`config.mk`:
```
export PLATFORM = sky130hd
export DESIGN_NAME = shift_unit
export DESIGN_NICKNAME = d
export VERILOG_FILES = /design/src/rtl/shift_pkg.sv /design/src/rtl/shift_step.sv /design/src/rtl/shift_unit.sv
export SDC_FILE = /design/constraint.sdc
export NUM_CORES = 1
export LEC_CHECK = 0
export CAP_MARGIN = 20
export CORE_UTILIZATION = 30
export DETAILED_ROUTE_END_ITERATION = 8
export PLACE_DENSITY = 0.55
export SLEW_MARGIN = 20
export SYNTH_ARGS = -nofsm -noshare
export SYNTH_HDL_FRONTEND = slang
export SYNTH_HIERARCHICAL = 1
export SYNTH_SLANG_ARGS = --single-unit
```
`constraint.sdc`:
```
create_clock -name clk -period 9.6 [get_ports clk]
set_clock_uncertainty 0.15 [all_clocks]
set_input_delay 0.96 -clock clk [delete_from_list [all_inputs] [get_ports clk]]
set_output_delay 0.96 -clock clk [all_outputs]
set_load 0.01 [all_outputs]
```
`src/rtl/shift_pkg.sv`:
```
// Shared encodings for the multi-cycle shift unit: operation codes and FSM states.
package shift_pkg;

    localparam logic [1:0] OP_SLL = 2'b00;
    localparam logic [1:0] OP_SRL = 2'b01;
    localparam logic [1:0] OP_SRA = 2'b10;
    localparam logic [1:0] OP_ROL = 2'b11;

    typedef enum logic {
        S_IDLE = 1'b0,
        S_RUN  = 1'b1
    } state_t;

endpackage

```
`src/rtl/shift_step.sv`:
```
// One bounded step of the iterative shifter: shifts acc by k (0..STEP) per the op.
module shift_step
    import shift_pkg::*;
#(
    parameter int WIDTH = 32,
    parameter int STEP  = 4
) (
    input  logic [WIDTH-1:0]             acc,
    input  logic [$clog2(STEP+1)-1:0]    k,
    input  logic [1:0]                   op,
    output logic [WIDTH-1:0]             res
);

    // Select the shifted value; ROL with k=0 degenerates cleanly because a
    // shift by WIDTH yields zero.
    always_comb begin
        res = acc;
        case (op)
            OP_SLL:  res = acc << k;
            OP_SRL:  res = acc >> k;
            OP_SRA:  res = $signed(acc) >>> k;
            OP_ROL:  res = (acc << k) | (acc >> (WIDTH - int'(k)));
            default: res = acc;
        endcase
    end

endmodule

```
`src/rtl/shift_unit.sv`:
```
// Multi-cycle variable shifter (SLL/SRL/SRA/ROL) moving at most STEP bits per clock.
// Busy stalls the pipeline; Done pulses for one cycle when Out is refreshed.
module shift_unit
    import shift_pkg::*;
#(
    parameter int WIDTH   = 32,
    parameter int SHAMT_W = 5,
    parameter int STEP    = 4
) (
    input  logic               clk,
    input  logic               rst,
    input  logic               start,
    input  logic [1:0]         op,
    input  logic [WIDTH-1:0]   in,
    input  logic [SHAMT_W-1:0] shamt,
    output logic               busy,
    output logic               done,
    output logic [WIDTH-1:0]   out
);

    localparam int KW = $clog2(STEP + 1);
    localparam int CW = (SHAMT_W > KW) ? SHAMT_W : KW;

    state_t             state_r;
    logic [WIDTH-1:0]   acc_r;
    logic [SHAMT_W-1:0] rem_r;
    logic [1:0]         op_r;

    logic [CW-1:0]      rem_w_s;
    logic [KW-1:0]      k_s;
    logic               last_s;
    logic [WIDTH-1:0]   step_res_s;

    // Step size is min(rem, STEP); the step that brings rem within reach finishes.
    always_comb begin
        rem_w_s = CW'(rem_r);
        if (rem_w_s > CW'(STEP)) begin
            k_s = KW'(STEP);
        end else begin
            k_s = KW'(rem_w_s);
        end
        last_s = (rem_w_s <= CW'(STEP));
    end

    shift_step #(
        .WIDTH (WIDTH),
        .STEP  (STEP)
    ) u_step (
        .acc (acc_r),
        .k   (k_s),
        .op  (op_r),
        .res (step_res_s)
    );

    // Control FSM plus datapath registers; all outputs come straight from flops.
    always_ff @(posedge clk or posedge rst) begin
        if (rst) begin
            state_r <= S_IDLE;
            busy    <= 1'b0;
            done    <= 1'b0;
            out     <= {WIDTH{1'b0}};
            acc_r   <= {WIDTH{1'b0}};
            rem_r   <= {SHAMT_W{1'b0}};
            op_r    <= 2'b00;
        end else begin
            done <= 1'b0;
            case (state_r)
                S_IDLE: begin
                    if (start) begin
                        acc_r   <= in;
                        rem_r   <= shamt;
                        op_r    <= op;
                        busy    <= 1'b1;
                        state_r <= S_RUN;
                    end
                end
                S_RUN: begin
                    acc_r <= step_res_s;
                    rem_r <= rem_r - SHAMT_W'(k_s);
                    if (last_s) begin
                        out     <= step_res_s;
                        done    <= 1'b1;
                        busy    <= 1'b0;
                        state_r <= S_IDLE;
                    end
                end
                default: begin
                    busy    <= 1'b0;
                    state_r <= S_IDLE;
                end
            endcase
        end
    end

endmodule
```
==> Word level (Yosys, flattened, before mapping) <==
Cells that the tools add are included.
{ "word_totals": {"regBits": 74, "in_bits": 42, "word_cells": 40, "out_inout_bits": 34} }
{ "classes": {"n_mux": 14, "n_eq_ne": 5, "bitwise": 2, "order_cmp": 2, "n_reduce_logical": 4, "shifts": 4, "n_addsub": 2} }
{ "op_table": {"columns": ["op", "n"], "rows": [
  ["32-bit case mux with 4 select lines", 1],
  ["32-bit case mux with 2 select lines", 1],
  ["32-bit 2-to-1 mux", 1],
  ["32-bit OR", 1],
  ["32-bit by 3-bit << shifter with 32-bit output", 1],
  ["32-bit by 3-bit right shift with 32-bit output", 1],
  ["32-bit by 32-bit right shift with 32-bit output", 1],
  ["32-bit by 3-bit >>> shifter with 32-bit output", 1],
  ["5-bit case mux with 2 select lines", 1],
  ["6-bit by 3-bit subtractor with 7-bit output (first input constant)", 1],
  ["1-bit 2-to-1 mux", 6],
  ["2-bit AND reduction", 3],
  ["5-bit by 3-bit > comparator with 1-bit output (second input constant)", 1],
  ["5-bit by 3-bit <= comparator with 1-bit output (second input constant)", 1],
  ["5-bit 2-to-1 mux", 1],
  ["5-bit by 3-bit subtractor with 5-bit output", 1],
  ["2-bit == test (second input constant)", 2],
  ["1-bit case mux with 2 select lines", 2],
  ["3-bit 2-to-1 mux", 1],
  ["2-bit by 1-bit == test with 1-bit output (second input constant)", 1],
  ["2-bit logical NOT", 1],
  ["2-bit by 1-bit != test with 1-bit output (second input constant)", 1],
  ["2-bit != test (second input constant)", 1],
  ["1-bit inverter", 1]
]} }

==> Longest topological paths before layout <==
Gate-level depths: netlist of run 1.
{ "logic_depth": {"depth_word": 7, "depth_mapped": 16} }

==> Modules after synthesis <==
Netlist of run 1, hierarchy kept.
{ "modules_own_cells": {"columns": ["mod", "cells_per_inst", "area_per_inst_um2", "instances"], "rows": [
  ["shift_step", 371, 3766.1, 1],
  ["shift_unit", 260, 3246.9, 1]
]} }

==> Worst setup path after synthesis of run 1 <==
Ideal clock, no wire load.
{ "synth_timing": {"path_kind": "register to register", "startpoint": "register rem_r[2]", "endpoint": "register out[2]", "setup_slack_ns": 5.670, "setup_time_ns": 0.125, "arrival_ns": 3.655, "stages_incl_launch_ff": 16, "cell_sequence": "dfrtp_1 -> nor3_1 -> and2_1 -> buf_2 -> buf_2 -> buf_2 -> inv_1 -> ha_1 -> ha_1 -> buf_2 -> buf_4 -> clkbuf_1 -> mux2_2 -> a22oi_1 -> o221ai_1 -> mux2_4"} }
{ "synth_between": {"elab_chain_cells": 6} }
{ "synth_lines": {"columns": ["element", "line_no", "rtl"], "rows": [
  ["start: declaration", "shift_unit.sv:26", "logic [SHAMT_W-1:0] rem_r;"],
  ["start signal: assignment", "shift_unit.sv:63", "rem_r <= {SHAMT_W{1'b0}};"],
  ["start signal: assignment", "shift_unit.sv:71", "rem_r <= shamt;"],
  ["start signal: assignment", "shift_unit.sv:79", "rem_r <= rem_r - SHAMT_W'(k_s);"],
  ["5-bit by 3-bit > comparator with 1-bit output (*)", "shift_unit.sv:37", "if (rem_w_s > CW'(STEP)) begin"],
  ["3-bit 2-to-1 mux (*)", "shift_unit.sv:37", null],
  ["net k_s[1]", "shift_unit.sv:30", "logic [KW-1:0] k_s;"],
  ["6-bit by 3-bit subtractor with 7-bit output", "shift_step.sv:22", "OP_ROL: res = (acc << k) | (acc >> (WIDTH - int'(k)));"],
  ["32-bit by 32-bit right shift with 32-bit output", "shift_step.sv:22", null],
  ["32-bit OR", "shift_step.sv:22", null],
  ["32-bit case mux with 4 select lines (*)", "shift_step.sv:18", "case (op)"],
  ["net step_res_s[2]", "shift_unit.sv:32", "logic [WIDTH-1:0] step_res_s;"],
  ["end signal: assignment", "shift_unit.sv:61", "out <= {WIDTH{1'b0}};"],
  ["end signal: assignment", "shift_unit.sv:81", "out <= step_res_s;"],
  ["end: declaration", "shift_unit.sv:18", "output logic [WIDTH-1:0] out"]
]} }
Mark *: on every way through the listed nets, which the timed path passes. The rest lies on a longest branch.
A chain may end at the register's enable or synchronous reset.

==> Final worst setup path of run 1 <==
{ "layout_timing": {"startpoint": "register rem_r[2]", "endpoint": "register out[14]"} }
Same word-level chain as after synthesis.

==> flow_summary_export.csv, run 1 <==
group,metric,value,unit
synth,synth_edf_count,0,
cells_and_area,antennaDiodeCount,0,
die,rows,55,
synth,synth_compound_area_share,11.0,%
timing,rsz0062_at_grt,"false",
timing,setup_violations,0,
timing,period_share,47.7,%
cts,cts_tree,"yes",
routing,drc_errors,0,
die,die_w,155,µm
routing,drtIter0Drc,620,
routing,antenna_left,0,
critical_path,crit_arrival,4.66,ns
cts,clk_pin_slew,0.06,ns
cells_and_area,area_growth,16.2,%
routing,top_layer,"met4",
routing,drt-total-wl,20700,µm
grt,grt_pass1_vias,5703,
placed_design,gp_congestion,0.889,
cts,cts_setup_buffers,0,
cells_and_area,nets,695,
critical_path,worstSetupPathType,"reg2reg",
placed_design,hpwl,14000,µm
critical_path,rr_worst_depth,12,
synth,synth_mux_area_share,47.1,%
die,num_io_pins,76,
synth,synth_fa_ha_area_share,0.714,%
flow_run,maxCapViolations,0,
synth,yosysWarnings,6,
timing,relSlewSlack,38.1,%
worst_hold_path,min_path_cells,2,
worst_hold_path,worstHoldPathType,"reg2reg",
synth,syn_inst,631,
cts,ctsResizeCount,0,
routing,vias,5592,
synth,syn_nets,677,
routing,wl_per_cell,21.4,µm
critical_path,required,9.69,ns
cells_and_area,drive_gt1_share,26.8,%
routing,met3_length,1460,µm
timing,timing.final.ws_setup,5.02,ns
placed_design,io_buffers,75,
routing,vias_per_cell,5.78,
critical_path,reg2reg_slack,5.02,ns
grt,grt_max_degree,77,
cells_and_area,layout_common_cells,"81 x mux4_2, 75 x mux2i_1, 74 x clkdlybuf4s50_1",
critical_path,critPathCaptureType,"flip-flop",
grt,antenna_found_initial,0,
cts,cts_buffers,9,
cts,clk_path_buf_depth,2,
synth,synthXorXnorAreaFrac,0.250,%
outcome,status,"complete, no violations",
timing,drv_slew,0,
routing,firstDrtPassIters,5,
cts,postCtsHoldBufs,0,
synth,ys.flop_type,"dfrtp_1",
synth,synth-simple-area-share,8.37,%
timing,tns,0,ns
power_and_ir_drop,ir_drop,0.166,mV
cts,cts.sinks,74,
timing,period_needed,4.58,ns
die,die_area,24000,µm²
die,start_util,30.8,%
cts,root_buffer,"clkbuf_16",
synth,synth_top_family_by_area,"multiplexers",
routing,drt-met1-wl,8880,µm
grt,grt_pass1_wl,33400,µm
cells_and_area,fill_cells,2272,
power_and_ir_drop,p_leak,0.00312,µW
timing,timing.fmax,0.218,GHz
routing,wl_met2,9630,µm
synth,syn_area,7010,µm²
cts,htree_levels,3,
critical_path,critPathMaxFanout,72,
power_and_ir_drop,powerDensity,429,nW/µm²
timing,report.final.hold_viol_count,0,
synth,avgSynthCellArea,11.1,µm²
power_and_ir_drop,total_power,3500,µW
grt,grt_util_all_layers,18.0,%
grt,overflow,0,
synth,yosysUniqueCellTypes,59,
critical_path,cp-start-kind,"flip-flop",
cts,clk_latency,0.35,ns
die,core_area,22800,µm²
synth,synth-seq-cells,74,
die,die_height,155,µm
synth,synthArstFlopShare,100,%
timing,tightest_slew,0.929,ns
cells_and_area,final_common_cell,"mux4_2",
placed_design,place_ws,5.06,ns
synth,ys_seq_area_share,26.4,%
## worst paths after layout
| check | from | end |
|---|---|---|
| hold reg to reg | busy | busy |
| setup reg to reg | rem_r[2] | out[14] |
| hold / removal | busy | busy |
| setup / recovery | rem_r[2] | out[14] |
| max in group asynchronous | rst | state_r |
| min in group asynchronous | rst | out[21] |
## Yosys cell counts, drive strengths merged (2+ instances only)
cell / instances / area [µm²]
mux4: 81 / 1820
mux2i: 75 / 751
dfrtp: 74 / 1850
mux2: 58 / 728
nand2: 53 / 199
o21ai: 49 / 245
buf: 41 / 240
clkbuf: 37 / 139
nor2: 30 / 120
inv: 12 / 45.0
nor3: 12 / 60.1
a21oi: 10 / 50.1
a211oi: 9 / 67.6
a31oi: 8 / 50.1
o211ai: 6 / 45.0
nand2b: 5 / 31.3
nor2b: 5 / 31.3
o21bai: 5 / 37.5
and2: 4 / 25.0
ha: 4 / 50.1
a211o: 3 / 26.3
a21o: 3 / 22.5
nand3: 3 / 27.5
nand3b: 3 / 22.5
o221ai: 3 / 26.3
o22ai: 3 / 18.8
o311ai: 3 / 26.3
o31ai: 3 / 22.5
a22oi: 2 / 15.0
a32oi: 2 / 17.5
conb: 2 / 7.51
nor4: 2 / 12.5
or2: 2 / 12.5
or3: 2 / 12.5
## kinds of logic after synthesis
group,count (synthesis)
flops,74
fa+ha+maj,4
compound gates,120
simple gates,125
xor+xnor,2
other cells,2
buf+inv,90
mux,214
## registers in the layout, indices dropped and copies added, names as in the netlist
register  cells
op_r          2
acc_r        32
state_r       1
out          32
done          1
rem_r         5
busy          1
## cell type report
| class | count | area [µm²] | area share [%] |
|---|---|---|---|
| inverter | 12 | 46.3 | 0.568 |
| clock inverter | 3 | 40.0 | 0.491 |
| sequential | 74 | 1850 | 22.7 |
| tap | 313 | 392 | 4.80 |
| timing repair buffer | 85 | 825 | 10.1 |
| multi-input combinational | 467 | 4760 | 58.3 |
| clock buffer | 13 | 240 | 2.95 |
## metal layers
layer  GRT usage, %  up-vias
met3           3.93       47
li1               -     2467
met4           8.72        0
met1           23.8     2832
met5              0        -
met2           28.1      246
## critical path, stage by stage, from the launching register on
cell and delay [ns]:
dfrtp_1 0.44, nor3_1 0.32, and2_2 0.19, buf_4 0.71
inv_1 0.18, ha_1 0.24, ha_1 0.27, buf_4 0.40
mux2_2 0.41, mux4_2 0.47, a211oi_1 0.27, a21oi_1 0.09
mux2_4 0.29
## report_power, final
part | total (µW) | switching, µW | internal (µW)
clock | 334 | 134 | 201
sequential | 781 | 305 | 476
combinational | 2380 | 1160 | 1220
## through the flow
stage                     hold WS [ns]  cells  utilization (%)  area, µm²
final                            0.351    967             35.8       8150
after CTS                        0.362    967             35.8       8150
after global placement           0.343    951             34.5       7870
after detailed placement         0.347    951             34.5       7870
after global routing             0.384    967             35.8       8150
after floorplan                  0.325    631                -       7010
(Power assumes the default switching activity.)
==> run 2: changes to the inputs <==
clock period = 4.5 ns   (was 9.6 ns; I/O delays follow)
==> run 2 against run 1 <==
- sequential cell count unchanged
- die area unchanged
- critical path depth decreased by 1
- design area up 0.60%
- register-to-register slack lost 4.3 ns
- clock-buffer cell count shrank 1
- critical path type unchanged
- global-route usage increased by 0.52 points
- worst setup slack worse by 4.3 ns
- hold slack lost 0.012 ns
- via count rose by 1.2%
- sequential share of layout area down 0.14 points
==> flow_summary_export.csv, run 2 (synthesis results as in run 1) <==
group,metric,value,unit
timing,relSlewSlack,35.0,%
routing,wl_per_cell,22.2,µm
routing,drtIter0Drc,591,
routing,drt-total-wl,21600,µm
placed_design,gp_congestion,0.872,
grt,grt_util_met1,25.6,%
cells_and_area,area_growth,16.9,%
critical_path,max_stage_delay,0.70,ns
cts,clk_path_buf_depth,2,
grt,grt_util_all_layers,18.6,%
cts,cts_setup_buffers,0,
cells_and_area,seq_area,1850,µm²
power_and_ir_drop,power.switching,3490,µW
placed_design,hpwl,14800,µm
timing,tns,0,ns
die,core_area,22800,µm²
critical_path,crit_top_cell,"ha_1",
power_and_ir_drop,sw_frac_of_total,46.3,%
timing,drv_slew,0,
power_and_ir_drop,seqPwrFrac,22.4,%
cells_and_area,drive_gt1_share,27.7,%
timing,rsz0062_at_grt,"false",
grt,grt_use_met2,29.5,%
die,die_height,155,µm
power_and_ir_drop,powerDensity,919,nW/µm²
routing,antenna_left,0,
routing,vias_per_cell,5.83,
critical_path,cp-start-kind,"flip-flop",
power_and_ir_drop,ir_drop,0.351,mV
power_and_ir_drop,pwr-share-comb,68.6,%
grt,grtUsageMet3,3.79,%
cts,root_buffer,"clkbuf_16",
cts,cts.sinks,74,
cells_and_area,nets,700,
cts,postCtsHoldBufs,0,
cells_and_area,top_regs,"acc_r x32, out x32, rem_r x5",
cts,clk_latency,0.35,ns
outcome,status,"complete, no violations",
cells_and_area,final_common_cell,"mux4_2",
cts,cts_buffers,9,
grt,grt-busiest-layer,"met2",
grt,overflow,0,
flow_run,maxCapViolations,0,
cts,clk_pin_slew,0.06,ns
timing,tightest_slew,0.975,ns
timing,period_share,83.5,%
critical_path,critPathMaxFanout,23,
grt,antenna_found_initial,0,
critical_path,worstSetupPathType,"reg2reg",
cells_and_area,antennaDiodeCount,0,
cells_and_area,layout_common_cells,"81 x mux4_2, 75 x mux2i_1, 74 x clkdlybuf4s50_1",
critical_path,cp_cell_sequence,"nor3_1 > and2_4 > inv_2 > ha_1 > ha_1 > buf_4 > mux4_2 > mux2i_1 > o22ai_1 > a311o_1 > mux2_4",
cts,cts_tree,"yes",
timing,report.final.hold_viol_count,0,
die,start_util,30.8,%
critical_path,crit_arrival,3.84,ns
cells_and_area,fill_cells,2234,
power_and_ir_drop,p_int,4050,µW
timing,timing.fmax,0.266,GHz
routing,drc_errors,0,
grt,grt_max_degree,88,
critical_path,critPathCaptureType,"flip-flop",
critical_path,required,4.58,ns
power_and_ir_drop,p_leak,0.00314,µW
worst_hold_path,worstHoldPathType,"in2async",
die,rows,55,
power_and_ir_drop,power_frac_clock,9.0,%
grt,grt_pass1_wl,34400,µm
grt,grt_pass1_vias,5644,
die,die_area,24000,µm²
die,num_io_pins,76,
power_and_ir_drop,total_power,7530,µW
placed_design,io_buffers,75,
critical_path,crit_slowest_cell,"ha_1",
timing,setup_violations,0,
routing,vias,5659,
cts,htree_levels,3,
cells_and_area,multi_input_area,4770,µm²
timing,period_needed,3.76,ns
die,die_w,155,µm
cts,ctsResizeCount,0,
routing,firstDrtPassIters,9,
==> run 2: power groups by stage <==
stage | registers [µW] | clock network, µW | logic (µW)
global placement | 1660 | 0 | 5040
global route | 1750 | 729 | 5580
CTS | 1670 | 705 | 5150
detailed placement | 1690 | 0 | 5120
floorplan | 1320 | 0 | 4000
finish | 1680 | 681 | 5170
==> run 2: layout make-up <==
class / count / share of cell area, %
multi-input cells: 467 / 58.1
well taps: 313 / 4.78
inverters: 12 / 0.565
repair buffers: 90 / 10.6
flip-flops and latches: 74 / 22.6
clock inverters: 3 / 0.183
clock buffers: 12 / 3.13
==> run 2: stage by stage <==
stage	instances	util (%)	cell area [µm²]	hold WS [ns]	setup slack, ns
after floorplan	631	-	7010	0.325	0.570
after detailed placement	956	34.8	7930	0.345	0.762
final	971	36.0	8200	0.339	0.742
after CTS	971	36.0	8200	0.360	0.758
after global placement	956	34.8	7930	0.342	0.840
after global routing	971	36.0	8200	0.382	0.561
==> run 2: worst paths after layout <==
kind	from	to	slack [ns]	cells past startpoint
hold reg to reg	busy	busy	0.36	2
hold / removal	rst	out[24]	0.34	2
max in group asynchronous	rst	out[4]	2.89	3
setup reg to reg	rem_r[2]	out[0]	0.74	11
setup / recovery	rem_r[2]	out[0]	0.74	11
min in group clk	busy	busy	0.36	2
==> run 2: metal layers <==
layer  share of wire [%]  up-vias
met5                   0        -
met4                 1.7        0
met3                 6.8       30
met2                  48      254
met1                  43     2900
li1                    -     2475
==> run 2: critical path: cells and delay by family (launching register included) <==
| kind | cells | cell delay (ns) |
|---|---|---|
| muxes | 3 | 0.79 |
| DFF | 1 | 0.44 |
| adders and majority gates | 2 | 0.88 |
| buffers and inverters | 2 | 0.44 |
| and+or+nand+nor | 2 | 0.52 |
| AOI/OAI and AO/OA | 2 | 0.42 |
==> run 3: changes to the inputs <==
PLACE_DENSITY = 0.56   (was 0.55)
clock period = 3.16 ns   (was 4.5 ns; I/O delays follow)
==> run 3 against run 2 <==
- critical path depth unchanged
- fmax up 23%
- die area unchanged
- hold slack worse by 0.079 ns
- sequential share of layout area down 1.1 points
- sequential power up 40%
- critical path type unchanged
- critical endpoint unchanged
- largest cell class unchanged
==> flow_summary_export.csv, run 3 (synthesis results as in run 1) <==
group,metric,value,unit
outcome,status,"complete, no violations",
critical_path,crit_top_cell,"ha_4",
critical_path,critPathMaxFanout,12,
routing,wl_per_cell,21.2,µm
power_and_ir_drop,powerDensity,1310,nW/µm²
routing,antenna_left,0,
cts,cts.sinks,74,
power_and_ir_drop,sw_frac_of_total,44.7,%
cts,postCtsHoldBufs,0,
die,die_w,155,µm
cts,htree_levels,3,
placed_design,io_buffers,75,
placed_design,gp_congestion,0.853,
cells_and_area,layout_common_cells,"81 x mux4_2, 74 x clkdlybuf4s50_1, 73 x dfrtp_1",
critical_path,max_stage_delay,0.40,ns
timing,timing.fmax,0.326,GHz
critical_path,crit_arrival,3.15,ns
grt,grt_util_all_layers,18.0,%
cells_and_area,antennaDiodeCount,0,
die,rows,55,
critical_path,worstSetupPathType,"reg2reg",
timing,period_needed,3.07,ns
flow_run,maxCapViolations,0,
cts,clk_pin_slew,0.06,ns
cells_and_area,final_area,8640,µm²
cells_and_area,area_growth,23.1,%
critical_path,cp-start-kind,"flip-flop",
routing,vias,5722,
timing,period_share,97.1,%
worst_hold_path,worstHoldPathType,"in2async",
cts,clk_path_buf_depth,2,
power_and_ir_drop,pwr-share-comb,69.7,%
critical_path,cp_cell_sequence,"nor3_4 > and2_4 > inv_8 > ha_4 > ha_4 > buf_12 > mux2i_4 > mux4_2 > o22ai_1 > a311o_1 > mux2_4",
routing,drtIter0Drc,542,
placed_design,hpwl,14800,µm
timing,relSlewSlack,49.8,%
grt,grt_max_degree,77,
die,core_area,22800,µm²
cells_and_area,nets,728,
critical_path,crit_slowest_cell,"dfrtp_1",
routing,drc_errors,0,
timing,tightest_slew,0.753,ns
critical_path,critPathCaptureType,"flip-flop",
power_and_ir_drop,power.switching,5060,µW
die,die_area,24000,µm²
cts,clk_latency,0.35,ns
timing,tns,0,ns
timing,report.final.hold_viol_count,0,
grt,grt_pass1_wl,33300,µm
grt,antenna_found_initial,0,
cts,root_buffer,"clkbuf_16",
die,num_io_pins,76,
timing,drv_slew,0,
die,start_util,30.8,%
cts,cts_buffers,9,
routing,vias_per_cell,5.72,
grt,grt_pass1_vias,5492,
grt,overflow,0,
cts,cts_tree,"yes",
routing,firstDrtPassIters,5,
cells_and_area,drive_gt1_share,32.2,%
power_and_ir_drop,p_leak,0.00336,µW
power_and_ir_drop,ir_drop,0.448,mV
cells_and_area,final_common_cell,"mux4_2",
cells_and_area,top_regs,"acc_r x32, out x32, rem_r x5",
placed_design,placed_area,8230,µm²
power_and_ir_drop,power_frac_clock,9.4,%
die,die_height,155,µm
power_and_ir_drop,seqPwrFrac,20.8,%
timing,setup_violations,0,
timing,rsz0062_at_grt,"true",
routing,drt-total-wl,21200,µm
critical_path,required,3.24,ns
power_and_ir_drop,p_int,6280,µW
run 3: power by group through the flow:
stage               logic [µW]  clock network (µW)  registers [µW]
floorplan                 5950                   0            1890
global placement          7630                   0            2360
detailed placement        7680                   0            2350
CTS                       7740                1100            2330
global route              8460                1140            2460
finish                    7910                1070            2360
run 3: what timing repair did:
action	4_1_cts	5_1_grt
setup buffers	0	3
pin swaps	0	3
cloned	0	1
setup endpoints to repair	2	27
resized for setup	2	12
run 3: final timing paths:
kind | startpoint | endpoint | slack [ns] | cells past startpoint
setup / recovery | rem_r[4] | out[0] | 0.09 | 11
hold / removal | rst | acc_r[21] | 0.26 | 2
setup reg to reg | rem_r[4] | out[0] | 0.09 | 11
hold reg to reg | busy | busy | 0.35 | 2
max in group asynchronous | rst | out[9] | 1.97 | 3
min in group clk | start | busy | 0.30 | 4
run 3: worst max-delay path, delay by kind of cell (launching register included):
family,cells,cell delay (ns)
buf+inv,2,0.21
flops,1,0.40
compound gates,2,0.42
fa+ha+maj,2,0.52
simple gates,2,0.45
mux,3,0.81
run 3: area by class of cell:
type                    instances  area, µm²
well taps                     313        392
multi-input cells             467       4870
flip-flops and latches         74       1850
clock buffers                  14        264
inverters                      12       56.3
clock inverters                 2       35.0
fillers                      2229      14100
repair buffers                118       1170
run 3: per-layer routing:
metal  wire length, µm  global-route usage, %  up-vias
li1                  -                      -     2524
met1              9420                   25.6     2931
met2             10000                   27.7      235
met3              1280                   3.15       32
met4               552                   5.94        0
met5                 0                      0        -
run 3: stage by stage:
step / cells / setup WS (ns) / total power (µW) / hold slack [ns] / utilization [%]
after floorplan: 631 / -0.187 / 7840 / 0.293 / -
after global placement: 980 / -0.0397 / 9980 / 0.339 / 36.1
after detailed placement: 980 / -0.00757 / 10000 / 0.343 / 36.1
after CTS: 996 / 0.0453 / 11200 / 0.299 / 37.5
after global routing: 1000 / -0.00698 / 12100 / 0.314 / 37.9
final: 1000 / 0.0925 / 11300 / 0.260 / 37.9
